### src/rtl/uart_transmitter_if.sv
// Byte-in / serial-out handshake bundle for the UART transmit stage.
// The producer drives data_in/data_valid; the transmitter drives the rest.
interface uart_transmitter_if;
  logic [7:0] data_in;
  logic       data_valid;
  logic       data_ready;
  logic       serial_out;
  logic       busy;

  modport master (
    output data_in,
    output data_valid,
    input  data_ready,
    input  serial_out,
    input  busy
  );

  modport slave (
    input  data_in,
    input  data_valid,
    output data_ready,
    output serial_out,
    output busy
  );
endinterface

### src/rtl/uart_transmitter.sv
// UART transmit stage: frames each accepted byte as start, 8 data bits MSB first,
// even parity and stop. A one-entry holding register lets the next frame start on
// the same edge the current stop bit ends. All outputs are registered.
module uart_transmitter #(
  parameter int unsigned CLKS_PER_BIT = 1
) (
  input logic           clk,
  input logic           rst,
  uart_transmitter_if.slave tx
);

  localparam logic [15:0] BaudMax = 16'(CLKS_PER_BIT - 1);

  typedef enum logic [2:0] {
    StIdle,
    StStart,
    StData,
    StParity,
    StStop
  } state_e;

  state_e      state_q, state_d;
  logic [7:0]  shift_q, shift_d;
  logic        parity_q, parity_d;
  logic [2:0]  bit_idx_q, bit_idx_d;
  logic [15:0] baud_q, baud_d;
  logic [7:0]  hold_q, hold_d;
  logic        hold_par_q, hold_par_d;
  logic        hold_full_q, hold_full_d;
  logic        serial_q, serial_d;
  logic        busy_q, busy_d;
  logic        ready_q, ready_d;

  logic        accept;
  logic        bit_end;
  logic        load_new;

  // A transfer needs the registered ready, so a byte can never arrive while
  // the holding register is full.
  assign accept  = tx.data_valid & ready_q;
  assign bit_end = (state_q != StIdle) && (baud_q == BaudMax);

  assign tx.data_ready = ready_q;
  assign tx.serial_out = serial_q;
  assign tx.busy       = busy_q;

  // State register; reset forces the line idle asynchronously and drops all bytes.
  always_ff @(posedge clk or posedge rst) begin
    if (rst) begin
      state_q     <= StIdle;
      shift_q     <= 8'h00;
      parity_q    <= 1'b0;
      bit_idx_q   <= 3'd0;
      baud_q      <= 16'd0;
      hold_q      <= 8'h00;
      hold_par_q  <= 1'b0;
      hold_full_q <= 1'b0;
      serial_q    <= 1'b1;
      busy_q      <= 1'b0;
      ready_q     <= 1'b1;
    end else begin
      state_q     <= state_d;
      shift_q     <= shift_d;
      parity_q    <= parity_d;
      bit_idx_q   <= bit_idx_d;
      baud_q      <= baud_d;
      hold_q      <= hold_d;
      hold_par_q  <= hold_par_d;
      hold_full_q <= hold_full_d;
      serial_q    <= serial_d;
      busy_q      <= busy_d;
      ready_q     <= ready_d;
    end
  end

  // Next-state: frame sequencing, byte routing (shifter vs holding register)
  // and the registered output values derived from the next state.
  always_comb begin
    state_d     = state_q;
    shift_d     = shift_q;
    parity_d    = parity_q;
    bit_idx_d   = bit_idx_q;
    baud_d      = baud_q;
    hold_d      = hold_q;
    hold_par_d  = hold_par_q;
    hold_full_d = hold_full_q;
    load_new    = 1'b0;

    // Baud counter runs only while a frame is on the line.
    if (state_q == StIdle) begin
      baud_d = 16'd0;
    end else if (bit_end) begin
      baud_d = 16'd0;
    end else begin
      baud_d = baud_q + 16'd1;
    end

    unique case (state_q)
      StIdle: begin
        if (accept) begin
          load_new = 1'b1;
        end
      end
      StStart: begin
        if (bit_end) begin
          state_d   = StData;
          bit_idx_d = 3'd0;
        end
      end
      StData: begin
        if (bit_end) begin
          if (bit_idx_q == 3'd7) begin
            state_d = StParity;
          end else begin
            bit_idx_d = bit_idx_q + 3'd1;
            shift_d   = {shift_q[6:0], 1'b0};
          end
        end
      end
      StParity: begin
        if (bit_end) begin
          state_d = StStop;
        end
      end
      StStop: begin
        if (bit_end) begin
          if (hold_full_q) begin
            // Held byte goes straight into the shifter: no idle gap.
            state_d     = StStart;
            shift_d     = hold_q;
            parity_d    = hold_par_q;
            hold_full_d = 1'b0;
          end else if (accept) begin
            load_new = 1'b1;
          end else begin
            state_d = StIdle;
          end
        end
      end
      default: begin
        state_d = StIdle;
      end
    endcase

    // Parity is captured with the byte so later data_in changes cannot leak in.
    if (load_new) begin
      state_d  = StStart;
      shift_d  = tx.data_in;
      parity_d = ^tx.data_in;
    end else if (accept) begin
      hold_d      = tx.data_in;
      hold_par_d  = ^tx.data_in;
      hold_full_d = 1'b1;
    end
  end

  // Output values for the cycle following the next edge.
  always_comb begin
    serial_d = 1'b1;
    unique case (state_d)
      StIdle:   serial_d = 1'b1;
      StStart:  serial_d = 1'b0;
      StData:   serial_d = shift_d[7];
      StParity: serial_d = parity_d;
      StStop:   serial_d = 1'b1;
      default:  serial_d = 1'b1;
    endcase
    busy_d  = (state_d != StIdle);
    ready_d = ~hold_full_d;
  end

endmodule

### src/flat_wrapper.sv
// flat-port wrapper written by rule: the top's interface ports become plain ports
module uart_transmitter_flat 
#(
  parameter int unsigned CLKS_PER_BIT = 1
)
  (clk, rst, tx_data_in, tx_data_valid, tx_data_ready, tx_serial_out, tx_busy);
  uart_transmitter_if tx_i ();
  input logic clk;
  input logic rst;
  input wire logic [$bits(tx_i.data_in)-1:0] tx_data_in;
  input wire logic [$bits(tx_i.data_valid)-1:0] tx_data_valid;
  output wire logic [$bits(tx_i.data_ready)-1:0] tx_data_ready;
  output wire logic [$bits(tx_i.serial_out)-1:0] tx_serial_out;
  output wire logic [$bits(tx_i.busy)-1:0] tx_busy;
  assign tx_i.data_in = tx_data_in;
  assign tx_i.data_valid = tx_data_valid;
  assign tx_data_ready = tx_i.data_ready;
  assign tx_serial_out = tx_i.serial_out;
  assign tx_busy = tx_i.busy;
  uart_transmitter #(.CLKS_PER_BIT(CLKS_PER_BIT)) u_core (.clk(clk), .rst(rst), .tx(tx_i));
endmodule
### config.mk
export PLATFORM = sky130hd
export DESIGN_NAME = uart_transmitter_flat
export DESIGN_NICKNAME = d
export VERILOG_FILES = /design/src/rtl/uart_transmitter_if.sv /design/src/rtl/uart_transmitter.sv /design/src/flat_wrapper.sv
export SDC_FILE = /design/constraint.sdc
export NUM_CORES = 1
export LEC_CHECK = 0
export ABC_AREA = 1
export ABC_CLOCK_PERIOD_IN_PS = 1800
export BUFFER_PORTS_ARGS = -buffer_cell sky130_fd_sc_hd__buf_2
export CORE_MARGIN = 2
export CORE_UTILIZATION = 54
export DETAILED_ROUTE_END_ITERATION = 8
export GPL_ROUTABILITY_DRIVEN = 0
export PLACE_DENSITY = 0.75
export SLEW_MARGIN = 30
export SYNTH_ARGS = -nofsm -noshare
export SYNTH_HDL_FRONTEND = slang
export SYNTH_SLANG_ARGS = --single-unit
### constraint.sdc
create_clock -name clk -period 1.8 [get_ports clk]
set_clock_uncertainty 0.2 [all_clocks]
set_input_delay 0.18 -clock clk [delete_from_list [all_inputs] [get_ports clk]]
set_output_delay 0.18 -clock clk [all_outputs]
set_load 0.01 [all_outputs]
==> results of run 1 <==
-- through the flow --
| stage | hold WS (ns) | std cells | instance area [µm²] | utilization |
|---|---|---|---|---|
| finish | 0.0789 | 431 | 3400 | 0.775 |
| global route | 0.0865 | 431 | 3400 | 0.775 |
| CTS | 0.000243 | 423 | 3150 | 0.718 |
| detailed placement | 0.0355 | 402 | 2880 | 0.657 |
| global placement | 0.0321 | 402 | 2880 | 0.657 |
| floorplan | 0.0866 | 301 | 2480 | - |
-- cells in the mapped netlist, drive strengths merged (2+ instances only) --
cell | n | area, µm²
nand2 | 80 | 338
a21oi | 13 | 76.3
nand3 | 20 | 113
nor3 | 8 | 56.3
ha | 4 | 50.1
dfstp | 2 | 52.6
xor2 | 4 | 35.0
inv | 43 | 169
nor2 | 42 | 205
xnor2 | 6 | 52.6
o211ai | 2 | 15.0
dfrtp | 42 | 1050
o21ai | 20 | 138
nand4 | 4 | 25.0
buf | 2 | 25.0
a22o | 2 | 17.5
-- timing repair --
item / in CTS / in global routing
setup endpoints to repair: 22 / 36
gates resized for setup: 13 / 57
pin swaps: 6 / 24
hold endpoints to repair: 58 / 1
buffers inserted: 4 / 7
gates cloned: 1 / 0
hold buffers: 8 / 1
-- layer usage --
layer	wire (µm)	part of all wire	GRT usage
met3	313	0.053	0.0436
met2	2870	0.48	0.364
met4	117	0.020	0.0629
met5	0	0	0
met1	2630	0.44	0.307
-- power groups by stage --
stage          Combinational [µW]  Clock (µW)  Sequential [µW]
2_1_floorplan                45.0           0             1010
3_3_place_gp                 80.4           0             1010
3_5_place_dp                 81.5           0             1010
4_1_cts                      95.0         822              988
5_1_grt                       110         864              988
6_report                     99.3         808              988
-- registers in the layout, indices dropped and copies added, names as in the netlist --
register and count:
u_core.hold_full_q 1, u_core.tx.serial_out 1, u_core.hold_q 8, u_core.baud_q 16, u_core.shift_q 8, u_core.tx.data_ready 1
u_core.bit_idx_q 3, u_core.state_q 3, u_core.tx.busy 1, u_core.hold_par_q 1, u_core.parity_q 1
-- logic make-up (layout without fill, tap and decap cells) --
logic type               count (synthesis)  count (layout)  synth area share
AO/OA/AOI/OAI                           39              39             0.106
AND/OR/NAND/NOR                        158             158             0.310
adder cells (fa/ha/maj)                  4               4            0.0203
XOR/XNOR                                10              10            0.0355
flip-flops                              44              44             0.447
buffers and inverters                   46             124            0.0807
-- path summary, 6_finish.rpt --
kind | endpoint | startpoint | depth (start not counted) | slack, ns
setup / recovery | u_core.shift_q[1]$_DFFE_PP0P_ | u_core.baud_q[0]$_DFF_PP0_ | 11 | -0.14
hold / removal | u_core.hold_full_q$_DFF_PP0_ | tx_data_valid | 3 | 0.08
setup reg to reg | u_core.shift_q[1]$_DFFE_PP0P_ | u_core.baud_q[0]$_DFF_PP0_ | 11 | -0.14
hold reg to reg | u_core.shift_q[4]$_DFFE_PP0P_ | u_core.shift_q[4]$_DFFE_PP0P_ | 2 | 0.29
max in group asynchronous | u_core.tx.serial_out$_DFF_PP1_ | rst | 4 | 0.88
min in group asynchronous | u_core.hold_full_q$_DFF_PP0_ | rst | 4 | 0.25
-- worst max-delay path: stages (launching register included) --
cell	delay, ns
dfrtp_1	0.42
inv_2	0.09
ha_4	0.15
nand2_4	0.05
nor2_4	0.15
nand4_1	0.14
buf_6	0.18
buf_4	0.13
buf_4	0.14
o21ai_2	0.12
a21oi_1	0.05
nand2_1	0.06
-- area by class of cell --
cell class | instances | area share
Inverter | 44 | 0.0527
Timing Repair Buffer | 71 | 0.163
Clock inverter | 2 | 0.0114
Timing Repair inverter | 1 | 0.00331
Sequential cell | 44 | 0.325
Tap cell | 52 | 0.0191
Multi-Input combinational cell | 211 | 0.401
Clock buffer | 6 | 0.0243
==> summary.md, run 1 <==
| Metric | Value |
|---|---|
| Outcome | `complete, but fails checks` |
| Failing checks | `negative setup slack` |
| Worst hold-check path type | `primary input to flip-flop` |
| Minimum clock period | `just under 2 ns` |
| Synth Instances | `approximately 300` |
| FP Rows | `24` |
| Port Buffers | `13` |
| Most frequent cells in the layout | `58 x nand2_1, 43 x buf_4, 42 x dfrtp_1` |
| # IOs | `14` |
| Storage element area | `1100 µm²` |
| Setup Slack @ Placement | `-0.196 ns` |
| Htree depth | `2` |
| Clk Latency, worst-skew pair | `0.30 ns` |
| Clock Pin Slew Worst Setup and Hold Paths | `0.09 ns` |
| Max VDD drop | `approximately 0.46 mV` |
| # clock sinks | `between 40 and 50` |
| Register bit total from synthesis | `between 40 and 50` |
| DRC violations left | `0` |
| Final WL | `around 5.9 mm` |
| CTS tree | `yes` |
| Final Hold Vio Count | `0` |
| DRT antenna net count | `0` |
| FMAX | `approximately 520 MHz` |
| Vias | `2,280` |
| Internal | `roughly 1500 µW` |
| DRT Pass-1 Iters | `5` |
| CP arrival | `just under 2 ns` |
| Sequential share of power | `0.521` |
| Vias/cell | `around 5.3` |
| Largest net degree at the start of global routing | `45` |
| Synth Net Count | `316` |
| Sw Ratio | `0.217` |
| Top FF cell, synth | `dfrtp_1` |
| Leakage | `0.00171 µW` |
| Fillers | `279` |
| Number of synthesized flops with an enable pin | `0` |
| Max Cap Viol | `0` |
| CTS Buf Count | `5` |
| Clock Tree Buf Depth | `2` |
| Crit Path Max Fanout | `10` |
| WL/cell | `13.7 µm` |
| Syn avg cell area | `8.19 µm²` |
| Post-synthesis sequential area ratio | `0.447` |
| Fin nets | `393` |
| Synth Cell Area | `around 2500 µm²` |
| Final WS setup | `-0.139 ns` |
| Antenna Cells | `0` |
| Slew Viols, Final | `0` |
| Worst Path Required | `approximately 1.9 ns` |
| Period utilization | `1.08` |
| Die ar. | `just over 5000 µm²` |
| Vias in the first global route | `2,090` |
| Root Driver | `clkbuf_8` |
| First-pass GRT wire length | `9.00 mm` |
| Tightest Pin Transition | `about 0.31 ns` |
| Final TNS setup | `-2.34 ns` |
| Total core area | `4380 µm²` |
| Cell variety after synth | `36` |
| Final setup violation count | `24` |
| Total power | `about 1900 µW` |
| Ys async rst share | `1.00` |
| RSZ-0062 raised after global routing | `yes` |
| Layout cells sized above 1 | `0.404` |
| DRT iter0 DRCs | `around 220` |
| Starting Density | `0.562` |
| Dpl hpwl | `~3.7 mm` |
| Critical path class | `flip-flop to flip-flop` |
| Slew headroom | `0.794` |
| Die W | `between 70 and 80 µm` |
| Worst setup SP type | `flip-flop` |
| P_sw | `412 µW` |
| Commonest non-fill, non-tap cell in the layout | `nand2_1` |
| Antenna violations before repair | `0` |
| Grt ovf | `0` |
| Clock power share | `0.426` |
| Comb power frac | `0.052` |
| Ys Warns | `0` |
| Area of the multi-input gates | `1360 µm²` |
| GRT Util Overall | `0.224` |
| Die Ht | `between 70 and 80 µm` |
| Synth-to-Final Area Change | `37.8%` |
| Power Density | `~560 nW/µm²` |
| Critical path capture point type | `flip-flop` |
Power figures use the tool's default switching activity.
==> inputs of run 2 (changes only) <==
--- a/config.mk
+++ b/config.mk
@@ -8,8 +8,9 @@
 export ABC_AREA = 1
 export ABC_CLOCK_PERIOD_IN_PS = 1800
 export BUFFER_PORTS_ARGS = -buffer_cell sky130_fd_sc_hd__buf_2
-export CORE_MARGIN = 2
+export CORE_MARGIN = 1.5
 export CORE_UTILIZATION = 54
+export CTS_CLUSTER_DIAMETER = 150
 export DETAILED_ROUTE_END_ITERATION = 8
 export GPL_ROUTABILITY_DRIVEN = 0
 export PLACE_DENSITY = 0.75
==> summary.md, run 2 (same netlist as run 1, synthesis figures left out) <==
| Metric | Value |
|---|---|
| Clock Tree Buf Depth | `2 (unchanged)` |
| GRT Util Overall | `0.231 (was 0.224)` |
| FP Rows | `24 (unchanged)` |
| WL/cell | `13.5 µm (was 13.7 µm)` |
| Port Buffers | `13 (unchanged)` |
| CP max stage delay | `0.35 ns (was 0.42 ns)` |
| Met2 WL post-DR | `2.85 mm (was 2.87 mm)` |
| Synth-to-Final Area Change | `37.6% (was 37.8%)` |
| Met3 WL | `227 µm (was 313 µm)` |
| Vias/cell | `5.18 (was 5.29)` |
| Tightest Pin Transition | `0.367 ns (was 0.307 ns)` |
| Worst setup SP type | `flip-flop (unchanged)` |
| Largest reg by FF count | `u_core.baud_q (unchanged)` |
| Crit Path Max Fanout | `7 (was 10)` |
| Die W | `70.6 µm (was 71.6 µm)` |
| Final WS setup | `-0.183 ns (was -0.139 ns)` |
| Clk Latency, worst-skew pair | `0.30 ns (about the same)` |
| Critical path class | `flip-flop to flip-flop (unchanged)` |
| Total power | `1690 µW (was 1890 µW)` |
| CTS tree | `yes (unchanged)` |
| Final setup violation count | `24 (unchanged)` |
| Layout cells sized above 1 | `0.407 (was 0.404)` |
| Grt ovf | `0 (unchanged)` |
| Max Cap Viol | `0 (unchanged)` |
| Antenna violations before repair | `0 (unchanged)` |
| Power Density | `498 nW/µm² (was 557 nW/µm²)` |
| Starting Density | `0.562 (unchanged)` |
| Top Family by Delay on Critical Path | `simple AND/OR/NAND/NOR gates (was buffers and inverters)` |
| DRC violations left | `0 (unchanged)` |
| Highest routed layer | `met4 (unchanged)` |
| Most frequent cells in the layout | `57 x nand2_1, 42 x dfrtp_1, 38 x buf_4 (was 58 x nand2_1, 43 x buf_4, 42 x dfrtp_1)` |
| Leakage | `0.00169 µW (was 0.00171 µW)` |
| # clock sinks | `44 (unchanged)` |
| DRT iter0 DRCs | `111 (was 217)` |
| Setup Slack @ Placement | `-0.171 ns (was -0.196 ns)` |
| Origin of the worst setup path | `u_core.baud_q[0]$_DFF_PP0_ (unchanged)` |
| RSZ-0062 raised after global routing | `yes (unchanged)` |
| Minimum clock period | `1.98 ns (was 1.94 ns)` |
| Period utilization | `1.10 (was 1.08)` |
| DRT antenna net count | `0 (unchanged)` |
| Htree depth | `2 (unchanged)` |
| Worst reg2reg path depth | `11 (unchanged)` |
| CP arrival | `1.98 ns (about the same)` |
| Worst hold-check path type | `primary input to flip-flop (unchanged)` |
| Storage element area | `1100 µm² (unchanged)` |
| Critical path capture point type | `flip-flop (unchanged)` |
| # IOs | `14 (unchanged)` |
| Slew headroom | `0.752 (was 0.794)` |
| Crit path depth | `11 (unchanged)` |
| Outcome | `complete, but fails checks (unchanged)` |
| FF-to-FF Start | `u_core.baud_q[0]$_DFF_PP0_ (unchanged)` |
| First-pass GRT wire length | `9.23 mm (was 9.00 mm)` |
| Largest register FFs | `16 (unchanged)` |
| Met1 wire length | `2.60 mm (was 2.63 mm)` |
| Failing checks | `negative setup slack (unchanged)` |
| Critical path's most frequent cell | `nor2_4 (was buf_4)` |
| Crit path cell chain | `inv_1 -> ha_2 -> nand2_2 -> nor2_4 -> nand2_4 -> nor2_4 -> a21oi_4 -> nand3_4 -> buf_12 -> inv_8 -> o21ai_2 (was inv_2 -> ha_4 -> nand2_4 -> nor2_4 -> nand4_1 -> buf_6 -> buf_4 -> buf_4 -> o21ai_2 -> a21oi_1 -> nand2_1)` |
| Fin nets | `391 (was 393)` |
| Dpl hpwl | `3.64 mm (was 3.71 mm)` |
| Die ar. | `4980 µm² (was 5120 µm²)` |
| Crit path max-delay cell type | `dfrtp_1 (unchanged)` |
| Clock Pin Slew Worst Setup and Hold Paths | `0.08 ns (was 0.09 ns)` |
| Total core area | `4380 µm² (unchanged)` |
| Worst Path Required | `1.80 ns (was 1.85 ns)` |
| FMAX | `504 MHz (was 516 MHz)` |
| Final WL | `5.76 mm (was 5.92 mm)` |
| Worst Setup EP | `u_core.hold_q[6]$_DFFE_PP0P_ (was u_core.shift_q[1]$_DFFE_PP0P_)` |
| Fillers | `268 (was 279)` |
| Biggest regs | `u_core.baud_q (16), u_core.hold_q (8), u_core.shift_q (8) (unchanged)` |
| Buffers & Inverters on Critical Path | `3 (was 4)` |
| Max VDD drop | `0.432 mV (was 0.463 mV)` |
| Final Core Density | `0.774 (was 0.775)` |
| Largest net degree at the start of global routing | `45 (unchanged)` |
| Register-to-register setup slack | `-0.18 ns (was -0.14 ns)` |
| Antenna Cells | `0 (unchanged)` |
| Vias in the first global route | `2,103 (was 2,090)` |
| Commonest non-fill, non-tap cell in the layout | `nand2_1 (unchanged)` |
| CTS Buf Count | `5 (unchanged)` |
| Reg-to-reg endpoint | `u_core.hold_q[6]$_DFFE_PP0P_ (was u_core.shift_q[1]$_DFFE_PP0P_)` |
| Root Driver | `clkbuf_8 (unchanged)` |
| Final Hold Vio Count | `0 (unchanged)` |
| Vias | `2,217 (was 2,280)` |
| DRT Pass-1 Iters | `4 (was 5)` |
| Slew Viols, Final | `0 (unchanged)` |
| Die Ht | `70.6 µm (was 71.6 µm)` |
| Area of the multi-input gates | `1390 µm² (was 1360 µm²)` |
==> run 2: layout make-up <==
cell class                      instances  area share
Tap cell                               52      0.0192
Clock inverter                          2     0.00369
Multi-Input combinational cell        211       0.409
Sequential cell                        44       0.325
Clock buffer                            5      0.0203
Inverter                               44      0.0549
Timing Repair inverter                  1     0.00332
Timing Repair Buffer                   69       0.165
==> run 2: per-stage QoR <==
| step | cells | TNS, ns | hold slack, ns | instance area [µm²] |
|---|---|---|---|---|
| 3_3_place_gp | 402 | -1.93 | 0.0341 | 2880 |
| 4_1_cts | 423 | -0.757 | 0.0862 | 3180 |
| 5_1_grt | 428 | -5.69 | 0.151 | 3390 |
| 3_5_place_dp | 402 | -2.36 | 0.0335 | 2880 |
| 2_1_floorplan | 301 | -0.0335 | 0.0866 | 2480 |
| 6_report | 428 | -2.82 | 0.152 | 3390 |
==> run 2: report_power, final <==
group / switching [µW] / leakage [µW] / internal [µW]
sequential: 0 / 0.000561 / 988
clock: 340 / 0.0000400 / 263
combinational: 58.8 / 0.00109 / 41.2
==> run 2: worst min path at each step <==
stage                              from                           end  slack (ns)  cells past startpoint
after detailed placement            rst   u_core.baud_q[12]$_DFF_PP0_        0.03                      3
after global placement              rst  u_core.hold_q[0]$_DFFE_PP0P_        0.03                      3
after global routing      tx_data_valid  u_core.hold_full_q$_DFF_PP0_        0.15                      4
final                     tx_data_valid  u_core.hold_full_q$_DFF_PP0_        0.15                      4
after floorplan           tx_data_in[4]  u_core.hold_q[4]$_DFFE_PP0P_        0.09                      2
after CTS                 tx_data_valid  u_core.hold_full_q$_DFF_PP0_        0.09                      3
==> run 2: repair_timing <==
item | in CTS | in global routing
gates cloned | 1 | 0
setup endpoints to repair | 22 | 36
hold buffers | 9 | 0
gates resized for setup | 29 | 48
pin swaps | 12 | 23
setup buffers | 4 | 5
endpoints found under the hold margin | 59 | 0
==> run 2: metal layers <==
layer  global-route usage  vias up
met4               0.0692        0
met5                    0        -
met2                0.377       41
met1                0.314     1067
li1                     -     1098
met3               0.0484       11
==> run 2: worst register-to-register path: stages, from the launching register on <==
cell     delay (ns)
dfrtp_1        0.35
inv_1          0.05
ha_2           0.19
nand2_2        0.09
nor2_4         0.06
nand2_4        0.13
nor2_4         0.06
a21oi_4        0.27
nand3_4        0.19
buf_12         0.17
inv_8          0.08
o21ai_2        0.05
